## config.mk

```make
export PLATFORM = sky130hd
export DESIGN_NAME = button_event_reader
export DESIGN_NICKNAME = d
export VERILOG_FILES = /design/src/rtl/button_pkg.sv /design/src/rtl/sync_2ff.sv /design/src/rtl/button_event_reader.sv
export SDC_FILE = /design/constraint.sdc
export NUM_CORES = 1
export LEC_CHECK = 0
export ABC_AREA = 1
export CORE_MARGIN = 4
export CORE_UTILIZATION = 40
export DETAILED_ROUTE_END_ITERATION = 6
export PLACE_DENSITY = 0.69
export RECOVER_POWER = 50
export SLEW_MARGIN = 5
export SYNTH_ARGS = -nofsm -noshare
export SYNTH_HDL_FRONTEND = slang
export SYNTH_SLANG_ARGS = --single-unit
```

## constraint.sdc

```tcl
create_clock -name clk -period 1.6 [get_ports clk]
set_clock_uncertainty 0.05 [all_clocks]
set_input_delay 0.32 -clock clk [delete_from_list [all_inputs] [get_ports clk]]
set_output_delay 0.32 -clock clk [all_outputs]
set_load 0.1 [all_outputs]
```

## src/rtl/button_pkg.sv

```systemverilog
// Shared state encoding and default timing for the pushbutton event reader.
// The defaults assume a 12 MHz clock.
package button_pkg;

  typedef enum logic [2:0] {
    IDLE,
    DB_PRESS,
    HELD,
    LONG,
    DB_RELEASE
  } btn_state_t;

  localparam int CLK_HZ                    = 12_000_000;
  localparam int DEFAULT_DEBOUNCE_CYCLES   = CLK_HZ / 100;  // 10 ms
  localparam int DEFAULT_LONG_PRESS_CYCLES = CLK_HZ;        // 1 s
  localparam int DEFAULT_REPEAT_CYCLES     = CLK_HZ / 6;    // 1/6 s

endpackage

```

## src/rtl/sync_2ff.sv

```systemverilog
// Two-flop synchroniser for a single asynchronous bit.
// The reset value lets an idle-high input come out of reset without a false edge.
module sync_2ff #(
  parameter logic RESET_VALUE = 1'b1
) (
  input  logic clk,
  input  logic rst_n,
  input  logic d,
  output logic q
);

  logic [1:0] sync_reg;

  always_ff @(posedge clk) begin
    if (!rst_n) begin
      sync_reg <= {2{RESET_VALUE}};
    end else begin
      sync_reg <= {sync_reg[0], d};
    end
  end

  assign q = sync_reg[1];

endmodule

```

## src/rtl/button_event_reader.sv

```systemverilog
// Debounces an active-low pushbutton and turns it into press, release,
// long-press and auto-repeat single-cycle events plus a debounced level.
module button_event_reader
  import button_pkg::*;
#(
  parameter int DEBOUNCE_CYCLES   = DEFAULT_DEBOUNCE_CYCLES,
  parameter int LONG_PRESS_CYCLES = DEFAULT_LONG_PRESS_CYCLES,
  parameter int REPEAT_CYCLES     = DEFAULT_REPEAT_CYCLES
) (
  input  logic clk,
  input  logic rst_n,
  input  logic btn_n,
  output logic pressed,
  output logic press_pulse,
  output logic release_pulse,
  output logic long_pulse,
  output logic repeat_pulse,
  output logic hold_active
);

  localparam int DB_W   = $clog2(DEBOUNCE_CYCLES);
  localparam int HOLD_W = $clog2(LONG_PRESS_CYCLES);
  localparam int REP_W  = $clog2(REPEAT_CYCLES);

  localparam logic [DB_W-1:0]   DB_LAST   = DB_W'(DEBOUNCE_CYCLES - 1);
  localparam logic [HOLD_W-1:0] HOLD_LAST = HOLD_W'(LONG_PRESS_CYCLES - 1);
  localparam logic [REP_W-1:0]  REP_LAST  = REP_W'(REPEAT_CYCLES - 1);

  logic btn_s;

  btn_state_t        state_reg, state_next;
  logic [DB_W-1:0]   db_cnt_reg, db_cnt_next;
  logic [HOLD_W-1:0] hold_cnt_reg, hold_cnt_next;
  logic [REP_W-1:0]  rep_cnt_reg, rep_cnt_next;
  logic              long_flag_reg, long_flag_next;

  logic pressed_reg, pressed_next;
  logic press_reg, press_next;
  logic release_reg, release_next;
  logic long_reg, long_next;
  logic repeat_reg, repeat_next;
  logic hold_active_reg, hold_active_next;

  sync_2ff #(
    .RESET_VALUE(1'b1)
  ) u_sync (
    .clk  (clk),
    .rst_n(rst_n),
    .d    (btn_n),
    .q    (btn_s)
  );

  always_ff @(posedge clk) begin
    if (!rst_n) begin
      state_reg       <= IDLE;
      db_cnt_reg      <= '0;
      hold_cnt_reg    <= '0;
      rep_cnt_reg     <= '0;
      long_flag_reg   <= 1'b0;
      pressed_reg     <= 1'b0;
      press_reg       <= 1'b0;
      release_reg     <= 1'b0;
      long_reg        <= 1'b0;
      repeat_reg      <= 1'b0;
      hold_active_reg <= 1'b0;
    end else begin
      state_reg       <= state_next;
      db_cnt_reg      <= db_cnt_next;
      hold_cnt_reg    <= hold_cnt_next;
      rep_cnt_reg     <= rep_cnt_next;
      long_flag_reg   <= long_flag_next;
      pressed_reg     <= pressed_next;
      press_reg       <= press_next;
      release_reg     <= release_next;
      long_reg        <= long_next;
      repeat_reg      <= repeat_next;
      hold_active_reg <= hold_active_next;
    end
  end

  // hold_cnt and rep_cnt are left untouched in DB_RELEASE so a bounce resumes timing
  always_comb begin
    state_next     = state_reg;
    db_cnt_next    = db_cnt_reg;
    hold_cnt_next  = hold_cnt_reg;
    rep_cnt_next   = rep_cnt_reg;
    long_flag_next = long_flag_reg;
    case (state_reg)
      IDLE: begin
        if (!btn_s) begin
          state_next  = DB_PRESS;
          db_cnt_next = '0;
        end
      end
      DB_PRESS: begin
        if (btn_s) begin
          state_next = IDLE;
        end else if (db_cnt_reg == DB_LAST) begin
          state_next    = HELD;
          hold_cnt_next = '0;
        end else begin
          db_cnt_next = db_cnt_reg + 1'b1;
        end
      end
      HELD: begin
        if (btn_s) begin
          state_next  = DB_RELEASE;
          db_cnt_next = '0;
        end else if (hold_cnt_reg == HOLD_LAST) begin
          state_next     = LONG;
          long_flag_next = 1'b1;
          rep_cnt_next   = '0;
        end else begin
          hold_cnt_next = hold_cnt_reg + 1'b1;
        end
      end
      LONG: begin
        if (btn_s) begin
          state_next  = DB_RELEASE;
          db_cnt_next = '0;
        end else if (rep_cnt_reg == REP_LAST) begin
          rep_cnt_next = '0;
        end else begin
          rep_cnt_next = rep_cnt_reg + 1'b1;
        end
      end
      DB_RELEASE: begin
        if (!btn_s) begin
          state_next = long_flag_reg ? LONG : HELD;
        end else if (db_cnt_reg == DB_LAST) begin
          state_next     = IDLE;
          long_flag_next = 1'b0;
        end else begin
          db_cnt_next = db_cnt_reg + 1'b1;
        end
      end
      default: state_next = IDLE;
    endcase
  end

  always_comb begin
    pressed_next     = pressed_reg;
    hold_active_next = hold_active_reg;
    press_next       = 1'b0;
    release_next     = 1'b0;
    long_next        = 1'b0;
    repeat_next      = 1'b0;
    case (state_reg)
      DB_PRESS: begin
        if (!btn_s && db_cnt_reg == DB_LAST) begin
          pressed_next = 1'b1;
          press_next   = 1'b1;
        end
      end
      HELD: begin
        if (!btn_s && hold_cnt_reg == HOLD_LAST) begin
          long_next        = 1'b1;
          hold_active_next = 1'b1;
        end
      end
      LONG: begin
        if (!btn_s && rep_cnt_reg == REP_LAST) begin
          repeat_next = 1'b1;
        end
      end
      DB_RELEASE: begin
        if (btn_s && db_cnt_reg == DB_LAST) begin
          pressed_next     = 1'b0;
          release_next     = 1'b1;
          hold_active_next = 1'b0;
        end
      end
      default: ;
    endcase
  end

  assign pressed       = pressed_reg;
  assign press_pulse   = press_reg;
  assign release_pulse = release_reg;
  assign long_pulse    = long_reg;
  assign repeat_pulse  = repeat_reg;
  assign hold_active   = hold_active_reg;

endmodule

```

==> results.toml <==
[run_status]
status = "finished with violations"
violations = "setup timing"

[synthesis]
ys.flop_type = "dfxtp_1"
synth_fp_nets = 769
synth_cells = 763
synthMostInstantiatedCell = "nand2_1"
seq_area_frac_synth_pct = 32.26
synth_common_cells = "nand2_1 (243), nor2_1 (148), dfxtp_1 (74)"
synth_top_cell_area_share_pct = 32.26
synth_edf_count = 0
yosysUniqueCellTypes = 39
synth_top_cell_by_area = "dfxtp_1"
yosys_warnings = 0
syn_area_um2 = 4592
syn_area_per_cell_um2 = 6.018
synthArstFlopShare_pct = 0
synth.area.top_cells = "dfxtp_1 (32%), nand2_1 (20%), nor2_1 (12%)"
ys_seq_elements = 74

[die]
die_w_um = 115.1
row_count = 38
die_area_um2 = 13260
io_pins = 9
die_h_um = 115.1
start_util_pct = 41.63
core_um2 = 11030

[sta]
fmax_mhz = 565.8
slew_headroom_pct = 67.71
rsz0062_at_grt = "true"
min_period_ns = 1.767
worst_pin_slew_ns = 0.4877
drv_slew = 0
finalSetupViolCount = 66
layout_setup_ws_ns = -0.1673
finalSetupTns_ns = -5.052
hold_viol_final = 0
fin_crit_sh_pct = 110.5

[worst_setup_path]
worstPathBufferInverterCount = 3
slowest_delay_ns = 0.36
crit_type = "reg -> reg"
critPathRequiredTime_ns = 1.83
critical-path-top-delay-family = "simple AND/OR/NAND/NOR gates"
reg2regPathDepth = 10
critical_path.max_fanout = 7
crit_arrival_ns = 1.99
reg2reg_setup_slack_ns = -0.17
rr_endpoint = "hold_cnt_reg[16]"
crit_slowest_cell = "dfxtp_1"
r2r_start = "hold_cnt_reg[16]"
end_kind = "register"
crit_chain = "nand2_1 -> inv_2 -> nand3_1 -> nor2_1 -> nand4_1 -> nand3_4 -> buf_6 -> buf_12 -> nand2_2 -> a21oi_2"
cp-start-kind = "register"

[finish]
diodes = 0
final_layout_size_suffix_gt1_share_pct = 46.70
multi_input_comb_area_um2 = 3656
fin_nets = 928
largest_register_ffs = 24
area_delta_synth_final_pct = 61.61
fill_cells = 780
final-seq-area_um2 = 1520

[place]
place_ws_ns = -0.1274
port_buffers = 8
hpwl_um = 9062
place_congestion = 0.9144

[min_path]
hold_class = "reg -> reg"
min_delay_worst_endpoint = "u_sync.sync_reg[1]"
hold_depth = 1
hold_start = "u_sync.sync_reg[0]"

[global_routing]
overflow = 0
grt_use_total_pct = 20.19
grt_pass1_vias = 4731
grt_max_degree = 23
grt_pass1_wl_um = 21670
antenna_found_initial = 0

[routing]
drt_wl_total_um = 17190
detailedRoute.firstIterationViolations = 560
wire_per_inst_um = 16.14
vias = 5836
viasPerCell = 5.480
drt-pass1-iter-count = 7
drc = 0
drtAntennaViolNets = 0

[power]
pwr_density_cell_nw_per_um2 = 960.5
vdd_drop_max_v = 0.0009262
leakagePower_nw = 2.886

[cts]
hold_buffers = 0
cts_buffers = 9
clock_latency_ns = 0.35
cts_root_buf = "clkbuf_16"
clock-sinks = 74
h-tree-depth = 3
path_clk_slew_ns = 0.06
clockBufferDepth = 2
cts_tree = "yes"

[run]
drv_cap = 0
## report_power, final
group	switching [W]	internal, W	total [W]
clock	0.000806	0.00127	0.00208
sequential	0.0000800	0.00191	0.00199
combinational	0.00176	0.00130	0.00306
total	0.00264	0.00448	0.00713
## repair_timing
action                     in CTS  in global routing
pin swaps                      34                102
hold endpoints to repair        0                  0
resized for setup              59                294
cloned                          3                  5
setup endpoints to repair      63                 68
buffers inserted                6                 31
## final cells by class
cell class	count	share of cell area [%]
multi-input cells	597	49.27
flip-flops and latches	74	20.49
repair buffers	161	18.80
inverters	75	4.468
clock buffers	11	3.406
well taps	140	2.360
repair inverters	4	0.6744
clock inverters	3	0.5395
## worst max-delay path by stage
| stage | cells after the start | from | to |
|---|---|---|---|
| after floorplan | 9 | hold_cnt_reg[0] | rep_cnt_reg[3] |
| after detailed placement | 8 | state_reg[1] | hold_cnt_reg[6] |
| after global routing | 10 | hold_cnt_reg[19] | hold_cnt_reg[16] |
| after CTS | 10 | hold_cnt_reg[15] | hold_cnt_reg[20] |
| after global placement | 10 | state_reg[2] | db_cnt_reg[7] |
| final | 10 | hold_cnt_reg[16] | hold_cnt_reg[16] |
## metal layers
metal	vias to the layer above	routed length, um	global-route usage [%]	share of wire, %
met5	-	0	0	0
li1	2737	-	-	-
met2	302	8090	31.67	47
met1	2704	7086	27.61	41
met3	93	1293	4.263	7.5
met4	0	721	6.808	4.2
## placed cells by master (no fill, tap or decap), types with 5 or more instances in the layout
cell type / instances
nand2_1: 179
buf_4: 114
nor2_1: 96
inv_1: 52
dfxtp_1: 49
nand2_2: 41
nor2_2: 39
a21oi_2: 34
buf_6: 31
nand2_4: 27
nand3_1: 24
dfxtp_2: 22
nand3_2: 20
a21oi_1: 20
nand4_1: 15
xor2_1: 15
inv_2: 14
nor2_4: 14
nor3_1: 11
o21ai_1: 9
clkbuf_16: 9
xnor2_1: 8
buf_2: 5
buf_12: 5
## kinds of logic (layout without fill, tap and decap cells)
kind of cell | count (synthesis) | count (layout) | share of synthesized area, %
AO/OA/AOI/OAI | 78 | 78 | 8.965
XOR/XNOR | 24 | 24 | 4.578
adder cells (fa/ha/maj) | 3 | 3 | 0.8175
buffers and inverters | 93 | 254 | 8.311
flip-flops | 74 | 74 | 32.26
AND/OR/NAND/NOR | 491 | 492 | 45.07
## per-stage QoR
step	instance area [um^2]	cells	utilization (%)	hold WS (ns)	total power [W]
floorplan	4614	763	-	0.3425	0.002945
detailed placement	5748	1010	52.11	0.3634	0.003466
global placement	5748	1010	52.11	0.3623	0.003450
finish	7421	1065	67.28	0.3753	0.007127
CTS	6349	1033	57.55	0.3766	0.005707
global route	7421	1065	67.28	0.4162	0.007374
No activity file was read; power rests on OpenSTA's default activity.
